<file path="src/rtl/jts16b_busarb.sv">
// Bus arbiter: takes the System 16B 68000 bus via BRn/BGn/BGACKn and runs one access
// for a secondary master. Optional JTS16B_BUSARB_BURST_EN keeps the bus for up to 4 accesses.
module jts16b_busarb #(
  parameter int TOUT = 255,
  parameter int AW   = 23
) (
  input  logic          clk,
  input  logic          rst,
  input  logic          cpu_cen,
  input  logic          req,
  input  logic          req_wr,
  input  logic [AW:1]   req_addr,
  input  logic [1:0]    req_dsn,
  input  logic [15:0]   req_din,
  output logic [15:0]   req_dout,
  output logic          done,
  output logic          err,
  output logic          cpu_brn,
  input  logic          cpu_bgn,
  input  logic          cpu_asn,
  output logic          cpu_bgackn,
  output logic [AW:1]   bm_addr,
  output logic [15:0]   bm_dout,
  output logic          bm_asn,
  output logic [1:0]    bm_dswn,
  input  logic [15:0]   bm_din,
  input  logic          mem_ok
);

  localparam int CW = $clog2(TOUT + 1);

  typedef enum logic [2:0] {
    S_IDLE    = 3'd0,
    S_REQ     = 3'd1,
    S_WAITAS  = 3'd2,
    S_OWN     = 3'd3,
    S_ACCESS  = 3'd4,
    S_RELEASE = 3'd5
  } state_t;

  state_t         r_st;
  logic           r_wr;
  logic [1:0]     r_dsn;
  logic [AW:1]    r_addr;
  logic [15:0]    r_din;
  logic [CW-1:0]  r_cnt;
`ifdef JTS16B_BUSARB_BURST_EN
  logic [2:0]     r_nacc;
`endif

  logic           w_tout;
  logic           w_cnt_sat;

  // The counter holds the number of ACCESS clocks already elapsed, so the abort
  // lands on the TOUT-th clock in ACCESS.
  assign w_tout    = (r_cnt == CW'(TOUT - 1));
  assign w_cnt_sat = (r_cnt == {CW{1'b1}});

  always_ff @(posedge clk or posedge rst) begin
    if (rst) begin
      r_st       <= S_IDLE;
      r_wr       <= 1'b0;
      r_dsn      <= 2'b11;
      r_addr     <= '0;
      r_din      <= 16'h0000;
      r_cnt      <= '0;
      cpu_brn    <= 1'b1;
      cpu_bgackn <= 1'b1;
      bm_asn     <= 1'b1;
      bm_dswn    <= 2'b11;
      bm_addr    <= '0;
      bm_dout    <= 16'h0000;
      req_dout   <= 16'h0000;
      done       <= 1'b0;
      err        <= 1'b0;
`ifdef JTS16B_BUSARB_BURST_EN
      r_nacc     <= 3'd0;
`endif
    end else begin
      done <= 1'b0;
      err  <= 1'b0;
      case (r_st)
        S_IDLE: begin
          if (req) begin
            r_wr    <= req_wr;
            r_dsn   <= req_dsn;
            r_addr  <= req_addr;
            r_din   <= req_din;
            cpu_brn <= 1'b0;
            r_st    <= S_REQ;
          end
        end
        S_REQ: begin
          if (cpu_cen && !cpu_bgn) r_st <= S_WAITAS;
        end
        // Only take the bus once the CPU has finished its current bus cycle.
        S_WAITAS: begin
          if (cpu_cen && cpu_asn) begin
            cpu_bgackn <= 1'b0;
            cpu_brn    <= 1'b1;
            r_st       <= S_OWN;
`ifdef JTS16B_BUSARB_BURST_EN
            r_nacc     <= 3'd0;
`endif
          end
        end
        S_OWN: begin
          if (cpu_cen) begin
            bm_addr <= r_addr;
            bm_dout <= r_din;
            bm_asn  <= 1'b0;
            bm_dswn <= r_wr ? r_dsn : 2'b11;
            r_cnt   <= '0;
            r_st    <= S_ACCESS;
          end
        end
        S_ACCESS: begin
          if (!w_cnt_sat) r_cnt <= r_cnt + 1'b1;
          // mem_ok takes priority over a coincident timeout.
          if (mem_ok || w_tout) begin
            done    <= 1'b1;
            err     <= !mem_ok;
            bm_asn  <= 1'b1;
            bm_dswn <= 2'b11;
            r_st    <= S_RELEASE;
            if (!r_wr) req_dout <= mem_ok ? bm_din : 16'hFFFF;
`ifdef JTS16B_BUSARB_BURST_EN
            r_nacc  <= r_nacc + 3'd1;
`endif
          end
        end
        S_RELEASE: begin
          if (cpu_cen) begin
`ifdef JTS16B_BUSARB_BURST_EN
            if (req && (r_nacc != 3'd4)) begin
              r_wr   <= req_wr;
              r_dsn  <= req_dsn;
              r_addr <= req_addr;
              r_din  <= req_din;
              r_st   <= S_OWN;
            end else begin
              cpu_bgackn <= 1'b1;
              r_st       <= S_IDLE;
            end
`else
            cpu_bgackn <= 1'b1;
            r_st       <= S_IDLE;
`endif
          end
        end
        default: r_st <= S_IDLE;
      endcase
    end
  end

endmodule

</file>
<file path="config.mk">
export PLATFORM = sky130hd
export DESIGN_NAME = jts16b_busarb
export DESIGN_NICKNAME = d
export VERILOG_FILES = /design/src/rtl/jts16b_busarb.sv
export SDC_FILE = /design/constraint.sdc
export NUM_CORES = 1
export LEC_CHECK = 0
export ABC_AREA = 1
export BUFFER_PORTS_ARGS = -buffer_cell sky130_fd_sc_hd__buf_4
export CAP_MARGIN = 20
export CORE_ASPECT_RATIO = 0.9
export CORE_UTILIZATION = 54
export CTS_BUF_LIST = sky130_fd_sc_hd__clkbuf_4 sky130_fd_sc_hd__clkbuf_8
export DETAILED_ROUTE_END_ITERATION = 16
export GPL_ROUTABILITY_DRIVEN = 0
export GPL_TIMING_DRIVEN = 1
export PLACE_DENSITY = 0.81
export RECOVER_POWER = 25
export SYNTH_ARGS = -nofsm -noshare
export SYNTH_HDL_FRONTEND = slang
export SYNTH_SLANG_ARGS = --single-unit
</file>
<file path="constraint.sdc">
create_clock -name clk -period 4.2 [get_ports clk]
set_input_delay 0.63 -clock clk [delete_from_list [all_inputs] [get_ports clk]]
set_output_delay 0.63 -clock clk [all_outputs]
set_load 0.01 [all_outputs]
</file>
* Word level (Yosys, flattened, before mapping) *
Cells that the tools add are included.

storage, ports and cells
  word-level logic and storage cells = 76
  register bits after elaboration = 115

operators by class
  reduce and logical (&&, ||, !) cells = 17
  eq/ne operators = 14
  muxes and demuxes = 28
  bitwise operators = 1
  add/sub/neg operators = 1

operator list
  kind                                                 number
  two-way mux 3 bit                                    6
  one-hot mux 3 bit (6 select lines)                   1
  equality test 8 bit, second input constant           2
  two-way mux 16 bit                                   1
  two-way mux 8 bit                                    2
  one-hot mux 8 bit (2 select lines)                   1
  AND reduction 3 bit                                  5
  != test 2 bit, second input constant                 7
  two-way mux 1 bit                                    10
  adder 8 x 1 -> 8 bit, second input constant          1
  equality test 3 x 2 -> 1 bit, second input constant  2
  equality test 3 bit, second input constant           2
  two-way mux 2 bit                                    3
  one-hot mux 1 bit (2 select lines)                   3
  AND reduction 6 bit                                  1
  nonzero test 2 bit                                   3
  one-hot mux 2 bit (2 select lines)                   1
  AND reduction 2 bit                                  2
  equality test 3 x 1 -> 1 bit, second input constant  1
  logical NOT 3 bit                                    1
  logical AND 1 bit                                    2
  logical NOT 1 bit                                    2
  logical OR 1 bit                                     1
  inverter 1 bit                                       1

* Longest topological paths before layout *
Gate-level depths: netlist of the first run.

  depth after elaboration = 4
  depth in mapped cells = 9
  depth with buffers taken out = 9

* Worst setup path before layout of the first run *
Ideal clock, no wire load.

  path type = input port to flip-flop
  from = input port mem_ok
  to = register r_st[0]
  path slack = 2,800 ps
  arrival time = 1,334 ps
  cell stages on the path = 6
  required time = 4,135 ps
  path buffers = 1
  path through = inv_1 clkbuf_1 nand3_1 nand2_1 nand2_1 nand2_1

between the ends
  word-level cells in the longest chain between the ends = 3

RTL lines
  element                        line  RTL
  start: declaration             27    input logic mem_ok
  logical OR 1 bit               120   if (mem_ok || w_tout) begin
  != test 2 bit (no line)        -
  AND reduction 6 bit (no line)  -
  end signal: assignment         114   r_st <= S_ACCESS;
  end signal: assignment         125   r_st <= S_RELEASE;
  end signal: assignment         147   r_st <= S_IDLE;
  end: declaration               41    state_t r_st;

Every way passes these cells.
A chain may end at the register's enable or synchronous reset.

* Final worst setup path of the first run *
  from = register r_st[1]
  to = register bm_addr[9] (netlist bit)

between the ends
  word-level cells in the longest chain between the ends = 2

RTL lines
  element                        line  RTL
  start signal: assignment       61    r_st <= S_IDLE;
  start signal: assignment       90    r_st <= S_REQ;
  start signal: assignment       94    if (cpu_cen && !cpu_bgn) r_st <= S_WAITAS;
  equality test 3 x 2 -> 1 bit   82    case (r_st)
  AND reduction 2 bit (no line)  -
  end signal: assignment         109   bm_addr <= r_addr;
  end: declaration               22    output logic [AW:1] bm_addr,

Every way passes these cells.

==> results of run 1 <==
[sequential cells by signal, indices dropped and copies added, names as in the netlist]
signal and count:
bm_asn 1, done 1, r_cnt 8, r_wr 1, r_addr 23, r_din 16
bm_dswn 2, cpu_bgackn 1, req_dout 16, r_dsn 2, cpu_brn 1, err 1
bm_addr 23, bm_dout 16, r_st 3
[through the flow]
step / hold WS (ps) / area [um2]
after floorplan: 442 / 4810
after global placement: 451 / 5800
after detailed placement: 455 / 5800
after CTS: 261 / 6290
after global routing: 361 / 6310
final: 379 / 6310
[per-layer routing]
metal / up-vias / track usage, % / share of wire, %
li1: 1947 / - / -
met1: 1881 / 31.9 / 42
met2: 120 / 40.6 / 50
met3: 13 / 8.16 / 6.3
met4: 0 / 9.06 / 1.6
met5: - / 0 / 0
[Yosys cell counts (3+ instances only)]
| cell | number |
|---|---|
| a21oi_1 | 3 |
| buf_2 | 9 |
| clkbuf_1 | 11 |
| dfrtp_1 | 108 |
| dfstp_2 | 7 |
| inv_1 | 60 |
| inv_2 | 3 |
| nand2_1 | 174 |
| nand2_2 | 3 |
| nand3_1 | 20 |
| nand4_1 | 19 |
| nor2_1 | 8 |
| nor2_2 | 3 |
| o21ai_0 | 68 |
| o21ai_1 | 6 |
| o21ai_2 | 4 |
| or2_2 | 16 |
[cell type report]
cell class | count | area [um2] | area share (%)
sequential | 115 | 2890 | 45.8
multi-input combinational | 333 | 1560 | 24.7
timing repair buffer | 130 | 988 | 15.7
clock buffer | 21 | 289 | 4.58
inverter | 64 | 241 | 3.83
clock inverter | 11 | 198 | 3.13
tap | 119 | 149 | 2.36
[report_power, final]
group / internal [uW] / switching [uW] / total [uW]
Sequential: 1620 / 274 / 1900
Clock: 774 / 450 / 1220
Combinational: 643 / 840 / 1480
Total: 3040 / 1560 / 4600
[cells by family after synthesis]
| group | synth area share (%) |
|---|---|
| adder cells (fa/ha/maj) | 0.520 |
| AO/OA/AOI/OAI | 9.13 |
| flip-flops | 60.0 |
| buffers and inverters | 7.57 |
| AND/OR/NAND/NOR | 22.7 |
[worst min-delay path by stage]
stage,start,to,slack [ps]
2_1_floorplan,r_addr[20],bm_addr[20],440
3_3_place_gp,r_din[15],bm_dout[15],450
3_5_place_dp,r_addr[20],bm_addr[20],450
4_1_cts,rst,r_din[12],260
5_1_grt,mem_ok,err,360
6_report,mem_ok,err,380
[worst register-to-register path, delay by kind of cell (launching register included)]
family                 cells  cell delay, ps
AOI/OAI and AO/OA          1             100
buffers and inverters      1             470
DFF                        1             490
and+or+nand+nor            4             900
==> results_dict.tcl, run 1 <==
set metrics [dict create \
    hold_class "primary input to register" \
    r2r_setup_slack_ps 2120 \
    total_power_uw 4600 \
    grt-ovfl-total 0 \
    crit_chain "nand2_1 > nor2_2 > nand2_2 > buf_4 > nand2_1 > o21ai_0" \
    grt_first_pass_wirelength_um 17900 \
    crit_family "simple AND/OR/NAND/NOR gates" \
    clk_pin_slew_ps 70 \
    yosys_most_used_dff "dfrtp_1" \
    cp-end-kind "register" \
    fin_ws_ps 2120 \
    slowest_delay_ps 530 \
    first_iter_violations 208 \
    rsz0062_at_grt "false" \
    grt_use_total_pct 25.3 \
    cts_inserted_buffers 17 \
    clock_path_buffers 2 \
    ys_ff_latch 115 \
    yosys.area.top_type "dfrtp_1" \
    drt.antenna.violating_nets 0 \
    fp.dieW_um 101 \
    fmax_mhz 481 \
    routed_wl_um 10600 \
    min_period_ps 2080 \
    start_util_pct 55.9 \
    layout.cells.most_common_list "174 x nand2_1, 128 x buf_4, 108 x dfrtp_1, 68 x o21ai_0, 59 x inv_1" \
    io_pins 127 \
    endpoint "bm_addr[9]" \
    path_max_fanout 54 \
    maxCapViolations 1 \
    worstPathArrival_ps 2360 \
    portBuffers 126 \
    cts.hold.buffers_added 0 \
    cts_root_buffer "clkbuf_8" \
    post_cts_buffers 0 \
    die-area_um2 9290 \
    r2r-end "bm_addr[9]" \
    cp.depth 6 \
    skew_ps 12.5 \
    die_h_um 91.5 \
    synth_cell_types 28 \
    cp_common_cell "nand2_1" \
    synthTopCellsByArea "dfrtp_1 56%, nand2_1 14%, o21ai_0 7.1%" \
    worst_slew_pin_slew_ps 1810 \
    setup_viol_count_final 0 \
    grt_max_degree 81 \
    hold_viol 0 \
    power.density_nw_per_um2 730 \
    cp_slowest_cell "nand2_2" \
    instances_no_fill 793 \
    h-tree-depth 4 \
    drc 0 \
    syn_area_um2 4810 \
    crit-reg2reg-launch "r_st[1]" \
    fin_util_pct 73.3 \
    critPathBufInv 1 \
    num_vias 3961 \
    grt_pass1_vias 3874 \
    wl_per_cell_um 13.4 \
    holdPathStages 2 \
    synth_nets 603 \
    vdd_drop_max_uv 404 \
    drt-pass1-iter-count 5 \
    synth-async-reset-ratio_pct 100 \
    nFillCells 619 \
    critPathLaunchType "register" \
    synth_top_area_share_pct 56.2 \
    required_ps 4480 \
    cts_tree "built" \
    antenna_cells 0 \
    viasPerCell 4.99 \
    outcome "complete, but fails checks" \
    ys_seq_area_share_pct 60.0 \
    crit_type "register to register" \
    core_area_um2 8610 \
    syn2layout_area_growth_pct 31.2 \
    layout.nets 728 \
    violations "max-capacitance violations, max-slew violations" \
    p_leak_uw 0.00326 \
    clk_latency_ps 410 \
    mostFrequentLayoutCell "nand2_1" \
    drive_gt1_share_pct 30.0 \
    clock-sinks 115 \
    reg2reg_depth 6 \
    fp-row-count 32 \
    ys_warn_count 0 \
    max_slew_margin_pct -21.3 \
    crit_start "r_st[1]" \
    placedCellCount 760 \
    slew_violations 44 \
    synth_edf_count 0 \
    syn_area_per_cell_um2 8.97 \
    setup_tns_ps 0 \
    dp_hpwl_um 6950 \
    synth_cells 536 \
    grt_antenna_before_repair 0 \
    cts_resized 0 \
    dp_slack_ps 2050 \
    period_share_pct 49.4 \
]
Power figures use the tool's default switching activity.
==> inputs of run 2 (changes only) <==
- CORE_UTILIZATION: 54 -> 49
- PLACE_DENSITY: 0.81 -> 0.78
- clock period: 4.2 -> 1.9 ns (I/O delays scaled with it)
==> run 2 against run 1 <==
  * The run still ends with max-capacitance violations, max-slew violations left
  * Total power rose by 110%
  * Largest cell class unchanged
  * Sequential power rose by 120%
  * Setup slack got worse by 1900 ps
  * Count of clock-buffer cells in the layout fell by 3
  * Highest routed layer unchanged
  * Clock power rose by 75%
  * Die area rose by 10%
  * Fmax rose by 24%
  * Clock skew fell by 1.5 ps
  * Final cell count rose by 1.0%
  * Critical path type unchanged
  * Register-to-register slack got worse by 1900 ps
==> results_dict.tcl, run 2 (synthesis results as in run 1) <==
set metrics [dict create \
    power.density_nw_per_um2 1540 \
    gr-usage-met3_pct 7.79 \
    total_power_uw 9660 \
    grt-ovfl-total 0 \
    syn2layout_area_growth_pct 30.4 \
    period_share_pct 88.2 \
    layout.cells.most_common_list "174 x nand2_1, 129 x buf_4, 108 x dfrtp_1, 68 x o21ai_0, 59 x inv_1" \
    num_vias 3971 \
    start_util_pct 51.5 \
    instances_no_fill 801 \
    critPathLaunchType "register" \
    mostFrequentLayoutCell "nand2_1" \
    slew_violations 116 \
    grt_antenna_before_repair 0 \
    portBuffers 126 \
    busiest_layer "met2" \
    violations "max-capacitance violations, max-slew violations" \
    clock-sinks 115 \
    worst_slew_pin_slew_ps 1520 \
    fmax_mhz 596 \
    cts_tree "built" \
    drive_gt1_share_pct 30.5 \
    h-tree-depth 4 \
    required_ps 2250 \
    clk_latency_ps 430 \
    io_pins 127 \
    fin_util_pct 67.2 \
    setup_tns_ps 0 \
    rsz0062_at_grt "false" \
    outcome "complete, but fails checks" \
    max_slew_margin_pct -1.60 \
    grt_pass1_vias 3839 \
    cts_resized 0 \
    whs_ps 50.5 \
    clock_path_buffers 2 \
    placedCellCount 768 \
    first_iter_violations 209 \
    cts_inserted_buffers 17 \
    drc 0 \
    p_leak_uw 0.00324 \
    dp_hpwl_um 7080 \
    routed_wl_um 10400 \
    wl_per_cell_um 13.0 \
    worstPathArrival_ps 2020 \
    maxCapViolations 1 \
    vdd_drop_max_uv 851 \
    layout.nets 733 \
    cp-end-kind "register" \
    drt-pass1-iter-count 5 \
    path_max_fanout 6 \
    antenna_cells 0 \
    core_area_um2 9330 \
    fp.dieW_um 106 \
    die_h_um 96.0 \
    use_met1_pct 25.8 \
    setup_viol_count_final 0 \
    drt.antenna.violating_nets 0 \
    reg_top3 "bm_addr (23), r_addr (23)" \
    fp-row-count 33 \
    grt_use_total_pct 21.7 \
    grt_first_pass_wirelength_um 17000 \
    hold_class "primary input to register" \
    hold_viol 0 \
    met2_usage_pct 35.9 \
    min_period_ps 1680 \
    skew_ps 11.0 \
    viasPerCell 4.96 \
    die-area_um2 10200 \
    clk_pin_slew_ps 80 \
    grt_max_degree 116 \
    crit_type "register to register" \
    cts_root_buffer "clkbuf_8" \
    nFillCells 741 \
]
==> run 2: changes by cell type in the layout (fill, tap and decap cells not counted), sizes merged, moves of 2 or more <==
cell / change
clkbuf: -2
clkinv: +4
clkinvlp: +2
buf: +3
bufinv: -4
==> run 2: power by group <==
group / total [uW] / switching, uW / leakage [uW] / internal [uW]
Sequential: 4190 / 603 / 0.00144 / 3580
Combinational: 3340 / 1850 / 0.00162 / 1490
Clock: 2130 / 1060 / 0.000174 / 1080
==> run 2: area by class of cell <==
class / instances / area (um2) / share of cell area [%]
sequential: 115 / 2890 / 46.0
inverter: 64 / 241 / 3.85
clock inverter: 14 / 133 / 2.11
multi-input combinational: 333 / 1560 / 24.8
clock buffer: 18 / 248 / 3.95
timing repair buffer: 135 / 1050 / 16.8
tap: 122 / 153 / 2.43
==> run 2: stage by stage <==
stage / area [um2] / worst slack (ps)
after floorplan: 4810 / 221
after global placement: 5900 / 363
after detailed placement: 5900 / 252
after CTS: 6290 / 228
after global routing: 6270 / 71.5
final: 6270 / 223
==> run 2: final timing paths <==
path | cells past startpoint | startpoint | slack (ps) | to
setup / recovery | 9 | r_cnt[0] | 220 | r_cnt[7]
hold / removal | 3 | req_addr[5] | 50 | r_addr[5]
setup reg to reg | 9 | r_cnt[0] | 220 | r_cnt[7]
hold reg to reg | 2 | bm_asn | 480 | bm_asn
max in group asynchronous | 3 | rst | 520 | bm_addr[16]
min in group asynchronous | 3 | rst | 400 | req_dout[4]
==> run 2: worst max-delay path: stages, from the launching register on <==
cell and delay [ps]:
dfrtp_1 410, ha_1 220, inv_1 50, nor2_1 240, nand2_1 140, nand2_1 120, nand2_1 130, inv_2 140
nand2_1 70, o21ai_1 90
==> run 2: metal layers <==
metal,share of wire [%],up-vias
li1,-,1950
met4,1.6,0
met1,43,1871
met5,0,-
met3,7.8,15
met2,47,135
==> run 2: repair_timing <==
item / in CTS / in global routing
setup buffers: 0 / 0
endpoints found under the hold margin: 1 / 0
hold buffers: 1 / 0
setup endpoints to repair: 0 / 0
